**config.mk**
```make
export PLATFORM = sky130hd
export DESIGN_NAME = dfe_stage_monitor
export DESIGN_NICKNAME = d
export VERILOG_FILES = /design/src/rtl/dfe_mon_pkg.sv /design/src/rtl/dfe_mon_capture_ram.sv /design/src/rtl/dfe_stage_monitor.sv
export SDC_FILE = /design/constraint.sdc
export NUM_CORES = 2
export LEC_CHECK = 0
export ABC_AREA = 0
export ABC_CLOCK_PERIOD_IN_PS = 20600
export CAP_MARGIN = 30
export CORE_MARGIN = 1.5
export CORE_UTILIZATION = 58
export CTS_BUF_LIST = sky130_fd_sc_hd__clkbuf_8
export DETAILED_ROUTE_END_ITERATION = 12
export PLACE_DENSITY = 0.76
export SLEW_MARGIN = 20
export SYNTH_ARGS = -nofsm -noshare
export SYNTH_HDL_FRONTEND = slang
export SYNTH_SLANG_ARGS = --single-unit
```
**constraint.sdc**
```tcl
create_clock -name clk -period 20.6 [get_ports clk]
set_input_delay 3.09 -clock clk [delete_from_list [all_inputs] [get_ports clk]]
set_output_delay 3.09 -clock clk [all_outputs]
set_load 0.02 [all_outputs]
```
**src/rtl/dfe_mon_pkg.sv**
```systemverilog
// Shared types and helpers for the DFE stage monitor: capture FSM states,
// trigger modes, default geometry and a saturating counter step.
package dfe_mon_pkg;

  localparam int DFE_MON_DATA_WIDTH = 16;
  localparam int DFE_MON_N_STAGES   = 6;
  localparam int DFE_MON_DEPTH      = 64;
  localparam int DFE_MON_CNT_WIDTH  = 16;

  typedef enum logic [2:0] {
    MON_IDLE,
    MON_FILL,
    MON_ARMED,
    MON_POST,
    MON_DONE
  } mon_state_e;

  typedef enum logic [1:0] {
    TRIG_IMM,
    TRIG_OVF,
    TRIG_UNF,
    TRIG_MAG
  } trig_mode_e;

  // Increment v, holding at 2^w-1 (w must be below 32).
  function automatic logic [31:0] sat_inc(input logic [31:0] v, input int unsigned w);
    logic [31:0] max_v;
    max_v = (32'd1 << w) - 32'd1;
    return (v >= max_v) ? max_v : v + 32'd1;
  endfunction

endpackage

```
**src/rtl/dfe_mon_capture_ram.sv**
```systemverilog
// Simple dual-port capture RAM: synchronous write, registered read.
module dfe_mon_capture_ram #(
  parameter int DATA_WIDTH = 16,
  parameter int DEPTH      = 64,
  parameter int AW         = $clog2(DEPTH)
) (
  input  logic                  clk,
  input  logic                  we,
  input  logic [AW-1:0]         waddr,
  input  logic [DATA_WIDTH-1:0] wdata,
  input  logic [AW-1:0]         raddr,
  output logic [DATA_WIDTH-1:0] rdata
);

  logic [DATA_WIDTH-1:0] mem [DEPTH];
  logic [DATA_WIDTH-1:0] rdata_q;

  always_ff @(posedge clk) begin
    if (we) begin
      mem[waddr] <= wdata;
    end
    rdata_q <= mem[raddr];
  end

  assign rdata = rdata_q;

endmodule

```
**src/rtl/dfe_stage_monitor.sv**
```systemverilog
// Per-stage live tap mux, saturating ovf/unf event counters and a
// pre/post-trigger circular snapshot of one selected DFE stage.
module dfe_stage_monitor
  import dfe_mon_pkg::*;
#(
  parameter int DATA_WIDTH = DFE_MON_DATA_WIDTH,
  parameter int N_STAGES   = DFE_MON_N_STAGES,
  parameter int DEPTH      = DFE_MON_DEPTH,
  parameter int CNT_WIDTH  = DFE_MON_CNT_WIDTH,
  parameter int SEL_W      = $clog2(N_STAGES),
  parameter int AW         = $clog2(DEPTH)
) (
  input  logic                           clk,
  input  logic                           rst,
  input  logic [N_STAGES*DATA_WIDTH-1:0] stage_data,
  input  logic [N_STAGES-1:0]            stage_valid,
  input  logic [N_STAGES-1:0]            stage_ovf,
  input  logic [N_STAGES-1:0]            stage_unf,
  input  logic [SEL_W-1:0]               sel,
  input  logic                           arm,
  input  logic [1:0]                     trig_mode,
  input  logic [DATA_WIDTH-2:0]          trig_thr,
  input  logic [AW:0]                    post_len,
  input  logic                           cnt_clr,
  input  logic [AW-1:0]                  rd_addr,
  output logic [DATA_WIDTH-1:0]          rd_data,
  output logic [CNT_WIDTH-1:0]           ovf_cnt,
  output logic [CNT_WIDTH-1:0]           unf_cnt,
  output logic [DATA_WIDTH-1:0]          block_out,
  output logic                           block_valid_out,
  output logic                           block_overflow,
  output logic                           block_underflow,
  output logic                           busy,
  output logic                           triggered,
  output logic                           done
);

  localparam int NSEL = 1 << SEL_W;
  localparam logic [AW:0] DEPTH_C = (AW+1)'(DEPTH);
  localparam logic [DATA_WIDTH-1:0] MOST_NEG = {1'b1, {(DATA_WIDTH-1){1'b0}}};

  // Taps padded to a power of two so any select value indexes safely;
  // out-of-range selects read as zero and never count or capture.
  logic signed [DATA_WIDTH-1:0] data_arr [NSEL];
  logic [NSEL-1:0]              valid_ext, ovf_ext, unf_ext;
  logic [CNT_WIDTH-1:0]         ovf_view [NSEL];
  logic [CNT_WIDTH-1:0]         unf_view [NSEL];
  logic [CNT_WIDTH-1:0]         ovf_ctr_q [N_STAGES];
  logic [CNT_WIDTH-1:0]         ovf_ctr_d [N_STAGES];
  logic [CNT_WIDTH-1:0]         unf_ctr_q [N_STAGES];
  logic [CNT_WIDTH-1:0]         unf_ctr_d [N_STAGES];

  genvar gi;
  generate
    for (gi = 0; gi < NSEL; gi++) begin : g_tap
      if (gi < N_STAGES) begin : g_real
        assign data_arr[gi]  = stage_data[gi*DATA_WIDTH +: DATA_WIDTH];
        assign valid_ext[gi] = stage_valid[gi];
        assign ovf_ext[gi]   = stage_ovf[gi];
        assign unf_ext[gi]   = stage_unf[gi];
        assign ovf_view[gi]  = ovf_ctr_q[gi];
        assign unf_view[gi]  = unf_ctr_q[gi];
      end else begin : g_pad
        assign data_arr[gi]  = '0;
        assign valid_ext[gi] = 1'b0;
        assign ovf_ext[gi]   = 1'b0;
        assign unf_ext[gi]   = 1'b0;
        assign ovf_view[gi]  = '0;
        assign unf_view[gi]  = '0;
      end
    end
  endgenerate

  always_comb begin
    for (int i = 0; i < N_STAGES; i++) begin
      ovf_ctr_d[i] = ovf_ctr_q[i];
      unf_ctr_d[i] = unf_ctr_q[i];
      if (cnt_clr) begin
        ovf_ctr_d[i] = '0;
        unf_ctr_d[i] = '0;
      end else begin
        if (stage_valid[i] && stage_ovf[i])
          ovf_ctr_d[i] = CNT_WIDTH'(sat_inc(32'(ovf_ctr_q[i]), CNT_WIDTH));
        if (stage_valid[i] && stage_unf[i])
          unf_ctr_d[i] = CNT_WIDTH'(sat_inc(32'(unf_ctr_q[i]), CNT_WIDTH));
      end
    end
  end

  always_ff @(posedge clk) begin
    for (int i = 0; i < N_STAGES; i++) begin
      if (rst) begin
        ovf_ctr_q[i] <= '0;
        unf_ctr_q[i] <= '0;
      end else begin
        ovf_ctr_q[i] <= ovf_ctr_d[i];
        unf_ctr_q[i] <= unf_ctr_d[i];
      end
    end
  end

  // Live outputs
  logic [DATA_WIDTH-1:0] block_out_q, block_out_d;
  logic                  bvalid_q, bvalid_d, bovf_q, bovf_d, bunf_q, bunf_d;
  logic [CNT_WIDTH-1:0]  ovf_cnt_q, ovf_cnt_d, unf_cnt_q, unf_cnt_d;

  always_comb begin
    block_out_d = data_arr[sel];
    bvalid_d    = valid_ext[sel];
    bovf_d      = ovf_ext[sel];
    bunf_d      = unf_ext[sel];
    ovf_cnt_d   = ovf_view[sel];
    unf_cnt_d   = unf_view[sel];
  end

  always_ff @(posedge clk) begin
    if (rst) begin
      block_out_q <= '0;
      bvalid_q    <= 1'b0;
      bovf_q      <= 1'b0;
      bunf_q      <= 1'b0;
      ovf_cnt_q   <= '0;
      unf_cnt_q   <= '0;
    end else begin
      block_out_q <= block_out_d;
      bvalid_q    <= bvalid_d;
      bovf_q      <= bovf_d;
      bunf_q      <= bunf_d;
      ovf_cnt_q   <= ovf_cnt_d;
      unf_cnt_q   <= unf_cnt_d;
    end
  end

  // Capture state
  mon_state_e            state_q, state_d;
  trig_mode_e            mode_q, mode_d;
  logic [SEL_W-1:0]      csel_q, csel_d;
  logic [DATA_WIDTH-2:0] thr_q, thr_d;
  logic [AW:0]           p_q, p_d, fill_q, fill_d, rem_q, rem_d, p_clamp;
  logic [AW-1:0]         wptr_q, wptr_d;
  logic                  trig_q, trig_d, rd_en_q, rd_en_d;
  logic                  we;

  logic signed [DATA_WIDTH-1:0] cur_sample, neg_sample;
  logic [DATA_WIDTH-2:0]        cur_mag;
  logic                         cur_valid, trig_hit;

  always_comb begin
    cur_sample = data_arr[csel_q];
    cur_valid  = valid_ext[csel_q];
    neg_sample = -cur_sample;
    if (cur_sample == MOST_NEG)
      cur_mag = '1;
    else if (cur_sample[DATA_WIDTH-1])
      cur_mag = neg_sample[DATA_WIDTH-2:0];
    else
      cur_mag = cur_sample[DATA_WIDTH-2:0];
    case (mode_q)
      TRIG_IMM: trig_hit = 1'b1;
      TRIG_OVF: trig_hit = ovf_ext[csel_q];
      TRIG_UNF: trig_hit = unf_ext[csel_q];
      TRIG_MAG: trig_hit = (cur_mag >= thr_q);
      default:  trig_hit = 1'b0;
    endcase
    if (post_len == '0)
      p_clamp = (AW+1)'(1);
    else if (post_len > DEPTH_C)
      p_clamp = DEPTH_C;
    else
      p_clamp = post_len;
  end

  always_comb begin
    state_d = state_q;
    mode_d  = mode_q;
    csel_d  = csel_q;
    thr_d   = thr_q;
    p_d     = p_q;
    fill_d  = fill_q;
    rem_d   = rem_q;
    wptr_d  = wptr_q;
    trig_d  = trig_q;
    we      = 1'b0;
    rd_en_d = (state_q == MON_DONE);
    if (arm) begin
      mode_d  = trig_mode_e'(trig_mode);
      csel_d  = sel;
      thr_d   = trig_thr;
      p_d     = p_clamp;
      fill_d  = '0;
      wptr_d  = '0;
      trig_d  = 1'b0;
      state_d = (p_clamp == DEPTH_C) ? MON_ARMED : MON_FILL;
    end else begin
      case (state_q)
        MON_FILL: if (cur_valid) begin
          we     = 1'b1;
          wptr_d = wptr_q + 1'b1;
          fill_d = fill_q + 1'b1;
          if (fill_d == DEPTH_C - p_q) state_d = MON_ARMED;
        end
        MON_ARMED: if (cur_valid) begin
          we     = 1'b1;
          wptr_d = wptr_q + 1'b1;
          if (trig_hit) begin
            trig_d  = 1'b1;
            rem_d   = p_q - (AW+1)'(1);
            state_d = (p_q == (AW+1)'(1)) ? MON_DONE : MON_POST;
          end
        end
        MON_POST: if (cur_valid) begin
          we     = 1'b1;
          wptr_d = wptr_q + 1'b1;
          rem_d  = rem_q - (AW+1)'(1);
          if (rem_q == (AW+1)'(1)) state_d = MON_DONE;
        end
        default: ;
      endcase
    end
  end

  always_ff @(posedge clk) begin
    if (rst) begin
      state_q <= MON_IDLE;
      mode_q  <= TRIG_IMM;
      csel_q  <= '0;
      thr_q   <= '0;
      p_q     <= '0;
      fill_q  <= '0;
      rem_q   <= '0;
      wptr_q  <= '0;
      trig_q  <= 1'b0;
      rd_en_q <= 1'b0;
    end else begin
      state_q <= state_d;
      mode_q  <= mode_d;
      csel_q  <= csel_d;
      thr_q   <= thr_d;
      p_q     <= p_d;
      fill_q  <= fill_d;
      rem_q   <= rem_d;
      wptr_q  <= wptr_d;
      trig_q  <= trig_d;
      rd_en_q <= rd_en_d;
    end
  end

  logic [DATA_WIDTH-1:0] ram_rdata;

  // Once done the whole ring is written, so the oldest sample sits at wptr.
  dfe_mon_capture_ram #(
    .DATA_WIDTH(DATA_WIDTH),
    .DEPTH     (DEPTH),
    .AW        (AW)
  ) u_ram (
    .clk  (clk),
    .we   (we),
    .waddr(wptr_q),
    .wdata(cur_sample),
    .raddr(wptr_q + rd_addr),
    .rdata(ram_rdata)
  );

  assign rd_data         = rd_en_q ? ram_rdata : '0;
  assign ovf_cnt         = ovf_cnt_q;
  assign unf_cnt         = unf_cnt_q;
  assign block_out       = block_out_q;
  assign block_valid_out = bvalid_q;
  assign block_overflow  = bovf_q;
  assign block_underflow = bunf_q;
  assign busy            = (state_q == MON_FILL) || (state_q == MON_ARMED) || (state_q == MON_POST);
  assign triggered       = trig_q;
  assign done            = (state_q == MON_DONE);

endmodule

```
==> run summary <==
Clock Path Buffers: 3
CTS Hold Bufs: 0
Post-route cell area: 64,200 sq um
Port Buffers: 220
Post-CTS resize count: 0
F_max: 131 MHz
Vias in the first global route: 32,500
Vias: 32,500
Initial antenna violation count: 5
DR DRC count: 0
Worst Hold Depth: 2
WHS Endpoint: rem_q[3]
First-pass GRT wire length: 203,000 um
Max-Cap Viols: 0
CORE AREA: 95,400 sq um
Slew Viols, Final: 0
Seq/Total Area, Yosys: 66.0%
Reg2reg path depth: 17
GRT overflow: 0
Drt wl/cell: 26.0 um
Crit path DAT: 8350 ps
Largest net degree at the start of global routing: 119
Fillers: 6,315
RD Place Congestion: 0.849
GRT Util Overall: 27.9%
Comb pwr share: 9.1%
Drt via density: 6.25
Syn_nets: 3,611
RR Startpoint: csel_q[0]
Crit path from: rd_addr[0]
Placed cells: 4,826
Fin util: 67.3%
Power density over cell area: 87.5 nW/um^2
Die footprint: 98,500 sq um
Sw Share: 24.0%
I/O Pins: 221
Flop pwr share: 53.0%
Crit Path Max Fanout: 62
DR pass1 iterations: 5
Post-Layout Cell Count: 5,206
TritonCTS clock tree: built
Root Buffer: clkbuf_8
Internal: 0.00427 W
H-tree depth: 4
Maximum vdd drop: 0.0626 mV
Initial core utilization: 58.7%
Leak pwr: 21.4 nW
Chip height: 314 um
TritonCTS buffer count: 205
Primary FF master, synth: edfxtp_1
Number of synthesized register bits: 1,335
Syn Inst Count: 3,420
Final hold viol count: 0
FF-to-FF setup slack: 14,940 ps
Post-CTS setup buffer count: 0
Worst setup path category: primary input to flip-flop
Period Utilization, post-route: 36.9%
Post-Syn Area: 56,100 sq um
Clk_skew: 58.5 ps
Final HPWL DP: 82,500 um
YS warnings: 0
Hold wc startpoint: rem_q[3]
Slew margin rel.: 30.5%
Final min period: 7610 ps
Area grow syn2layout: 14.6%
Critical R2R Capture: rem_q[0]
Leading cell type in the layout, fill and taps excluded: edfxtp_1
DRT antenna net count: 0
Worst-Margin Slew: 1040 ps
Skew-Pair Late Insertion Delay: 900 ps
Cell Area, Placed: 60,200 sq um
Startpoint class of the critical path: primary input
CP required: 21,340 ps
Outcome: finished, final reports clean
Switch Pwr: 0.00135 W
FP Rows: 113
Hold WC Path Type: flip-flop to flip-flop
Commonest non-fill, non-tap cells in the layout: edfxtp_1, mux4_2, dfxtp_1
Clk slew on worst S/H paths: 60 ps
Clock power share: 37.9%
Syn_area_per_cell: 16.4 sq um
Final nets: 3,960
Setup violators final: 0
Crit end category: flip-flop
Routed WL: 135,000 um
Die W: 314 um
Share of layout cells above drive strength 1: 22.2%
RSZ-0062 raised after global routing: false
Drt initial violations: 3,736
Post-synth EDFFs: 1,024
Synth cell types: 70
TNS Setup: 0 ps
Ys async rst share: 0%
CTS Sinks: 1,335
==> power groups by stage <==
stage | registers (W) | clock network (W) | logic [W]
2_1_floorplan | 0.00304 | 0 | 0.000315
3_3_place_gp | 0.00304 | 0 | 0.000499
3_5_place_dp | 0.00304 | 0 | 0.000513
4_1_cts | 0.00298 | 0.00216 | 0.000514
5_1_grt | 0.00298 | 0.00228 | 0.000546
6_report | 0.00298 | 0.00213 | 0.000513
==> how the worst max path moves through the flow <==
stage / depth (start not counted) / endpoint
after floorplan: 18 / rem_q[0]
after global placement: 9 / u_ram.rdata[4]
after detailed placement: 9 / u_ram.rdata[4]
after CTS: 9 / u_ram.rdata[4]
after global routing: 9 / u_ram.rdata[4]
final: 9 / u_ram.rdata[4]
==> logic make-up (layout without fill, tap and decap cells) <==
kind of cell	after synthesis	count (layout)	synth area share [%]
AOI/OAI and AO/OA	389	389	4.30
xor gates and xnor gates	147	147	2.30
adders and majority gates	40	40	0.906
buffers and inverters	230	747	1.61
DFF	1335	1335	66.0
muxes	544	544	18.6
other	0	4	0
and+or+nand+nor	735	735	6.37
==> worst max-delay path, cell delays in order <==
cell and delay (ps):
clkdlybuf4s50_1 440, ha_4 180, fa_4 1400, buf_4 800, buf_4 830, mux4_2 430
mux4_2 460, mux2i_1 440, mux2i_1 160
==> cells in the mapped netlist, drive strengths merged, types with 48 or more instances <==
library cell / n / area [sq um]
edfxtp: 1024 / 30700
mux4: 390 / 8780
dfxtp: 311 / 6230
nor2: 258 / 968
a21oi: 178 / 891
clkbuf: 140 / 526
nand2: 121 / 454
nand3: 99 / 495
mux2i: 95 / 951
xor2: 91 / 797
mux2: 59 / 664
xnor2: 56 / 490
a22oi: 52 / 390
o21ai: 49 / 249
buf: 48 / 219
==> per-stage QoR <==
stage | total power, W | hold slack (ps) | worst slack (ps)
6_report | 0.00562 | 490 | 12990
4_1_cts | 0.00566 | 491 | 12990
3_3_place_gp | 0.00354 | 465 | 12110
3_5_place_dp | 0.00355 | 482 | 12040
2_1_floorplan | 0.00335 | 454 | 11870
5_1_grt | 0.00580 | 509 | 12930
==> routing by layer <==
layer	vias up	GRT usage (%)	share of wire (%)
met5	-	0	0.016
met4	4	8.75	2.4
met3	193	5.12	8.8
met2	1622	45.7	50
met1	16400	38.4	39
li1	14300	-	-
==> registers in the layout, indices dropped and copies added (netlist names) <==
name             cells
fill_q               7
state_q              3
rd_en_q              1
mode_q               2
unf_cnt             16
wptr_q               6
u_ram.rdata         16
thr_q               15
ovf_cnt             16
ovf_ctr_q           96
p_q                  7
block_out           16
block_valid_out      1
csel_q               3
unf_ctr_q           96
triggered            1
rem_q                7
u_ram.mem         1024
block_underflow      1
block_overflow       1
==> layout make-up <==
class	count	area, sq um	share of cell area, %
antenna	4	10.0	0.0156
clock buffer	234	3220	5.01
clock inverter	141	806	1.25
inverter	42	158	0.245
multi-input combinational	1855	18400	28.6
sequential	1335	37000	57.6
tap	1265	1580	2.46
timing repair buffer	330	3100	4.82
(Power assumes the default switching activity.)
